`config.mk`:
```
export PLATFORM = sky130hd
export DESIGN_NAME = uart_verici_kuyrugu
export DESIGN_NICKNAME = d
export VERILOG_FILES = /design/src/rtl/uart_verici_kuyrugu_pkg.sv /design/src/rtl/uart_fifo.sv /design/src/rtl/uart_verici_kuyrugu.sv
export SDC_FILE = /design/constraint.sdc
export NUM_CORES = 1
export LEC_CHECK = 0
export CORE_UTILIZATION = 52
export CTS_CLUSTER_DIAMETER = 30
export DETAILED_ROUTE_END_ITERATION = 16
export PLACE_DENSITY = 0.73
export SLEW_MARGIN = 20
export SYNTH_ARGS = -nofsm -noshare
export SYNTH_HDL_FRONTEND = slang
export SYNTH_SLANG_ARGS = --single-unit
```
`constraint.sdc`:
```
create_clock -name clk_i -period 4.8 [get_ports clk_i]
set_clock_uncertainty 0.05 [all_clocks]
set_input_delay 1.44 -clock clk_i [delete_from_list [all_inputs] [get_ports clk_i]]
set_output_delay 1.44 -clock clk_i [all_outputs]
set_load 0.005 [all_outputs]
```
`src/rtl/uart_verici_kuyrugu_pkg.sv`:
```
// rtl/uart_verici_kuyrugu_pkg.sv - shared constants for the UART transmit queue
// Purpose: logic levels and byte width used by the transmit queue and its FIFO.
// Ports: none (package).
package uart_verici_kuyrugu_pkg;

    localparam logic HIGH     = 1'b1;
    localparam logic LOW      = 1'b0;
    localparam int   VERI_BIT = 8;

endpackage

```
`src/rtl/uart_fifo.sv`:
```
// rtl/uart_fifo.sv - parameterised synchronous FIFO with occupancy count
// Purpose: byte queue with wrap-bit pointers; reusable by the receive path.
// Ports: clk_i, rst_i (sync, active-high), push_i, pop_i, flush_i,
//        veri_i (write data), veri_o (head data), dolu_o, bos_o, sayi_o (occupancy).
module uart_fifo
    import uart_verici_kuyrugu_pkg::*;
#(
    parameter int DERINLIK      = 8,
    parameter int VERI_GENISLIK = VERI_BIT,
    parameter int SAYAC_BIT     = $clog2(DERINLIK) + 1
) (
    input  logic                     clk_i,
    input  logic                     rst_i,
    input  logic                     push_i,
    input  logic                     pop_i,
    input  logic                     flush_i,
    input  logic [VERI_GENISLIK-1:0] veri_i,
    output logic [VERI_GENISLIK-1:0] veri_o,
    output logic                     dolu_o,
    output logic                     bos_o,
    output logic [SAYAC_BIT-1:0]     sayi_o
);

    localparam int AW = $clog2(DERINLIK);

    logic [SAYAC_BIT-1:0]     r_yaz_ptr;
    logic [SAYAC_BIT-1:0]     r_oku_ptr;
    logic [VERI_GENISLIK-1:0] r_mem [DERINLIK];

    logic [SAYAC_BIT-1:0] w_sayi;
    logic                 w_dolu;
    logic                 w_bos;
    logic                 w_push_ok;
    logic                 w_pop_ok;

    // Wrap bit makes full/empty distinguishable with equal low pointer bits.
    assign w_sayi    = r_yaz_ptr - r_oku_ptr;
    assign w_dolu    = (w_sayi == SAYAC_BIT'(DERINLIK));
    assign w_bos     = (w_sayi == '0);
    // Fullness is judged before any same-cycle pop, so a pop never makes room.
    assign w_push_ok = push_i && !w_dolu && !flush_i;
    assign w_pop_ok  = pop_i && !w_bos && !flush_i;

    always_ff @(posedge clk_i) begin
        if (rst_i || flush_i) begin
            r_yaz_ptr <= '0;
            r_oku_ptr <= '0;
        end else begin
            if (w_push_ok) r_yaz_ptr <= r_yaz_ptr + 1'b1;
            if (w_pop_ok)  r_oku_ptr <= r_oku_ptr + 1'b1;
        end
    end

    always_ff @(posedge clk_i) begin
        if (w_push_ok && !rst_i) begin
            r_mem[r_yaz_ptr[AW-1:0]] <= veri_i;
        end
    end

    assign veri_o = r_mem[r_oku_ptr[AW-1:0]];
    assign dolu_o = w_dolu;
    assign bos_o  = w_bos;
    assign sayi_o = w_sayi;

endmodule

```
`src/rtl/uart_verici_kuyrugu.sv`:
```
// rtl/uart_verici_kuyrugu.sv - transmit byte queue and frame launch controller
// Purpose: queues bus-written bytes and launches them one frame at a time into
//          the UART transmitter, holding the byte stable until bitti.
// Ports: clk_i, rst_i (sync, active-high); yaz_gecerli_i/yaz_veri_i/yaz_hazir_o
//        write path; temizle_i flush; doluluk_o, bos_o, mesgul_o status;
//        verici_basla_o, verici_veri_gecerli_o, verici_veri_o, verici_bitti_i
//        transmitter handshake.
module uart_verici_kuyrugu
    import uart_verici_kuyrugu_pkg::*;
#(
    parameter int DERINLIK  = 8,
    parameter int SAYAC_BIT = $clog2(DERINLIK) + 1
) (
    input  logic                 clk_i,
    input  logic                 rst_i,
    input  logic                 yaz_gecerli_i,
    input  logic [7:0]           yaz_veri_i,
    output logic                 yaz_hazir_o,
    input  logic                 temizle_i,
    output logic [SAYAC_BIT-1:0] doluluk_o,
    output logic                 bos_o,
    output logic                 mesgul_o,
    output logic                 verici_basla_o,
    output logic                 verici_veri_gecerli_o,
    output logic [7:0]           verici_veri_o,
    input  logic                 verici_bitti_i
);

    localparam logic [1:0] BOSTA  = 2'd0;
    localparam logic [1:0] GONDER = 2'd1;
    localparam logic [1:0] BEKLE  = 2'd2;
    localparam logic [1:0] ARA    = 2'd3;

    logic [1:0] r_durum;
    logic [1:0] w_sonraki;
    logic [7:0] veri_r;

    logic       w_fifo_dolu;
    logic       w_fifo_bos;
    logic [7:0] w_fifo_veri;
    logic       w_pop;
    logic       w_basla;
    logic       w_mesgul;

    uart_fifo #(
        .DERINLIK      (DERINLIK),
        .VERI_GENISLIK (8),
        .SAYAC_BIT     (SAYAC_BIT)
    ) u_fifo (
        .clk_i   (clk_i),
        .rst_i   (rst_i),
        .push_i  (yaz_gecerli_i),
        .pop_i   (w_pop),
        .flush_i (temizle_i),
        .veri_i  (yaz_veri_i),
        .veri_o  (w_fifo_veri),
        .dolu_o  (w_fifo_dolu),
        .bos_o   (w_fifo_bos),
        .sayi_o  (doluluk_o)
    );

    always_ff @(posedge clk_i) begin
        if (rst_i) r_durum <= BOSTA;
        else       r_durum <= w_sonraki;
    end

    // A flushing cycle does not pop: the head byte is being discarded.
    assign w_pop = (r_durum == BOSTA) && !w_fifo_bos && !temizle_i;

    always_comb begin
        w_sonraki = r_durum;
        case (r_durum)
            BOSTA:  if (w_pop) w_sonraki = GONDER;
            GONDER: w_sonraki = BEKLE;
            BEKLE:  if (verici_bitti_i) w_sonraki = ARA;
            ARA:    w_sonraki = BOSTA;
            default: w_sonraki = BOSTA;
        endcase
    end

    always_comb begin
        w_basla  = LOW;
        w_mesgul = HIGH;
        case (r_durum)
            BOSTA:   w_mesgul = LOW;
            GONDER:  w_basla  = HIGH;
            default: w_basla  = LOW;
        endcase
    end

    // Only the launch pop updates the holding register; the transmitter reads
    // it bit by bit for the whole frame.
    always_ff @(posedge clk_i) begin
        if (rst_i)      veri_r <= 8'h00;
        else if (w_pop) veri_r <= w_fifo_veri;
    end

    assign verici_basla_o        = w_basla;
    assign verici_veri_gecerli_o = w_basla;
    assign verici_veri_o         = veri_r;
    assign mesgul_o              = w_mesgul;
    assign bos_o                 = w_fifo_bos;
    assign yaz_hazir_o           = !w_fifo_dolu;

endmodule

```
==> results.yml <==
sta:
  min_period_over_period_pct: 94.73
  period_needed_ns: 4.547
  rsz0062_at_grt: "false"
  setup_viol: 0
  whs_ns: 0.4565
  slew_viol_final: 0
  fin_ws_ns: 0.2530
  fmax_ghz: 0.2199
  worst_slew_pin_slew_ns: 1.022
  setup_tns_ns: 0
  finalHoldViolCount: 0
  slew_headroom_pct: 31.89
die:
  fp.dieH_microns: 83.54
  ioPinCount: 30
  die_w_microns: 83.54
  start_util_pct: 54.13
  core_sq_mm: 0.006386
  die_area_sq_mm: 0.006978
  rows: 29
global_route:
  grt_pass1_vias: 1968
  grt_overflow: 0
  grt_start_max_net_pins: 24
  track_usage_pct: 20.10
  grt_pass1_wl_microns: 10270
  antenna_found_initial: 0
clocking:
  cts_resized: 0
  numCtsBuffers: 9
  clock_tree.root_cell: "clkbuf_8"
  clkLatencyLatePin_ns: 0.34
  postCtsSetupBuffers: 0
  ctsHtreeMaxLevel: 3
  cts_tree: "done"
  cts_sinks: 82
  path_clk_slew_ns: 0.07
  cts_hold_buf: 0
  cts_buffer_depth: 2
final_layout:
  multi_input_area_sq_mm: 0.001067
  n_antenna_cell: 0
  stdcell_count: 348
  drive_gt1_share_pct: 17.71
  area.sequential_sq_mm: 0.002282
  synthToLayoutAreaGrowth_pct: 16.32
  final_common_cell: "edfxtp_1"
  final_cell_mix: "edfxtp_1 (64), clkdlybuf4s50_1 (29), nand2_1 (26), dfxtp_1 (18), mux4_2 (16)"
  final_nets: 289
  filler_cell_count: 462
worst_setup_path:
  cp-start-kind: "flip-flop"
  critical_path_class: "flip-flop to output pin"
  crit_chain: "clkinv_1 -> ha_1 -> and3b_2 -> o21ai_0 -> and3_2 -> clkdlybuf4s50_1"
  crit_path_top_delay_cell: "dfxtp_1"
  endpoint_kind: "output pin"
  critical-path-max-stage-delay_ns: 0.54
  r2r_cells: 7
  cp_max_fo: 12
  crit_arrival_ns: 3.06
  required_ns: 3.31
hold_path:
  worst_hold_path_type: "flip-flop to flip-flop"
  hold_depth: 2
detailed_routing:
  drtAntennaViolNets: 0
  first_pass_iters: 4
  drc: 0
  drt-vias-per-instance: 5.658
  wl_per_cell_microns: 18.04
  vias: 1969
  drt-initial-drc-count: 142
  drt-total-wl_microns: 6279
placed_design:
  dp_cells: 332
  post-dp-hpwl_microns: 4179
  pre_cts_ws_ns: 0.5973
  portBuffers: 29
  place.gp.congestion: 0.7470
logic_synthesis:
  synthSimpleGateAreaFrac_pct: 8.505
  synthAdderAreaFrac_pct: 3.836
  synthDistinctLibCells: 39
  synth-compound-area-share_pct: 5.755
  synth_top_family_by_area: "multiplexers"
  synth_area_sq_mm: 0.003457
  yosys_register_bits: 82
  synth_xor_area_share_pct: 1.484
  syn_area_per_cell_sq_um: 15.30
  synth_warnings: 0
  muxShareOfSynthArea_pct: 11.29
  syn_nets: 249
  syn_inst: 226
  yosysSeqAreaShare_pct: 66.02
power:
  p_leak_uw: 0.001324
  vdd_drop_max_mv: 0.2368
  powerDensity_mw_per_mm2: 362.8
status:
  status: "complete, no violations"
run:
  cap_viol_max_count: 0
sequential cells by signal (all words and copies together), names as in the netlist:
signal            count
u_fifo.r_mem         64
u_fifo.r_yaz_ptr      4
u_fifo.r_oku_ptr      4
verici_veri_o         8
r_durum               2
stage by stage:
stage               total power [uW]  utilization, %  area [sq um]
CTS                             1475           62.97          4021
finish                          1459           62.97          4021
detailed placement              1063           60.50          3864
floorplan                      964.7               -          3457
global route                    1531           62.97          4021
global placement                1056           60.50          3864
metal layers:
metal	share of wire, %	up-vias	wire length (microns)	track usage [%]
li1	-	941	-	-
met1	45	958	2829	27.39
met2	48	66	3018	31.30
met3	6.3	4	395	5.143
met4	0.57	0	36	8.166
met5	0	-	0	0
where the power goes:
part | internal, uW | total, uW | leakage [uW] | switching (uW)
Clock | 187 | 415 | 0.0000713 | 228
Sequential | 789 | 805 | 0.000723 | 15.8
Combinational | 127 | 239 | 0.000530 | 112
final timing paths:
check | from | endpoint | slack (ns)
worst max-delay path | u_fifo.r_oku_ptr[2] | bos_o | 0.25
worst min-delay path | verici_veri_o[3] | verici_veri_o[3] | 0.46
worst max register to register | u_fifo.r_oku_ptr[2] | r_durum[0] | 1.47
worst min register to register | verici_veri_o[3] | verici_veri_o[3] | 0.46
layout make-up:
cell class	count	area share, %
Tap cell	77	2.396
Multi-Input combinational cell	122	26.54
Timing Repair Buffer	41	9.459
Sequential cell	82	56.75
Clock buffer	13	3.454
Clock inverter	3	0.4667
Inverter	10	0.9334
worst max-delay path: cells and delay by family (launching register included):
family	cells	cell delay (ns)
buf+inv	2	0.83
simple gates	2	0.51
compound gates	1	0.38
fa+ha+maj	1	0.46
flops	1	0.54
logic make-up (layout without fill, tap and decap cells):
logic type | after synthesis | count (layout)
mux | 19 | 19
fa+ha+maj | 10 | 10
buf+inv | 22 | 67
flops | 82 | 82
simple gates | 64 | 64
xor+xnor | 5 | 5
compound gates | 24 | 24
synth_stat cells:
cell type / number / area (sq um)
and3b_2: 1 / 10.01
a211oi_1: 1 / 7.510
mux4_2: 16 / 360.4
xnor2_1: 3 / 26.28
buf_6: 2 / 22.52
nand2b_1: 4 / 25.02
a311oi_4: 1 / 26.28
a311oi_1: 7 / 61.31
a31oi_1: 2 / 12.51
o21ai_0: 3 / 15.01
nor3_2: 1 / 10.01
clkbuf_1: 5 / 18.77
nand3_1: 4 / 20.02
fa_1: 1 / 20.02
nand3b_1: 1 / 7.510
mux2i_1: 3 / 30.03
nand2_1: 26 / 97.59
a311oi_2: 1 / 15.01
o22ai_1: 2 / 12.51
a21o_2: 1 / 8.760
clkinv_1: 1 / 3.750
or3_1: 1 / 6.260
nand4_1: 1 / 6.260
buf_1: 1 / 3.750
buf_4: 2 / 15.01
buf_2: 2 / 10.01
dfxtp_1: 18 / 360.4
inv_1: 9 / 33.78
a31o_2: 2 / 17.52
nor4_1: 1 / 6.260
o21a_1: 1 / 7.510
and3_2: 1 / 7.510
nor2_1: 14 / 52.55
a21oi_1: 3 / 15.01
ha_1: 9 / 112.6
xor2_2: 1 / 16.27
edfxtp_1: 64 / 1922
xor2_1: 1 / 8.760
nor3_1: 9 / 45.04
(Power assumes the default switching activity.)
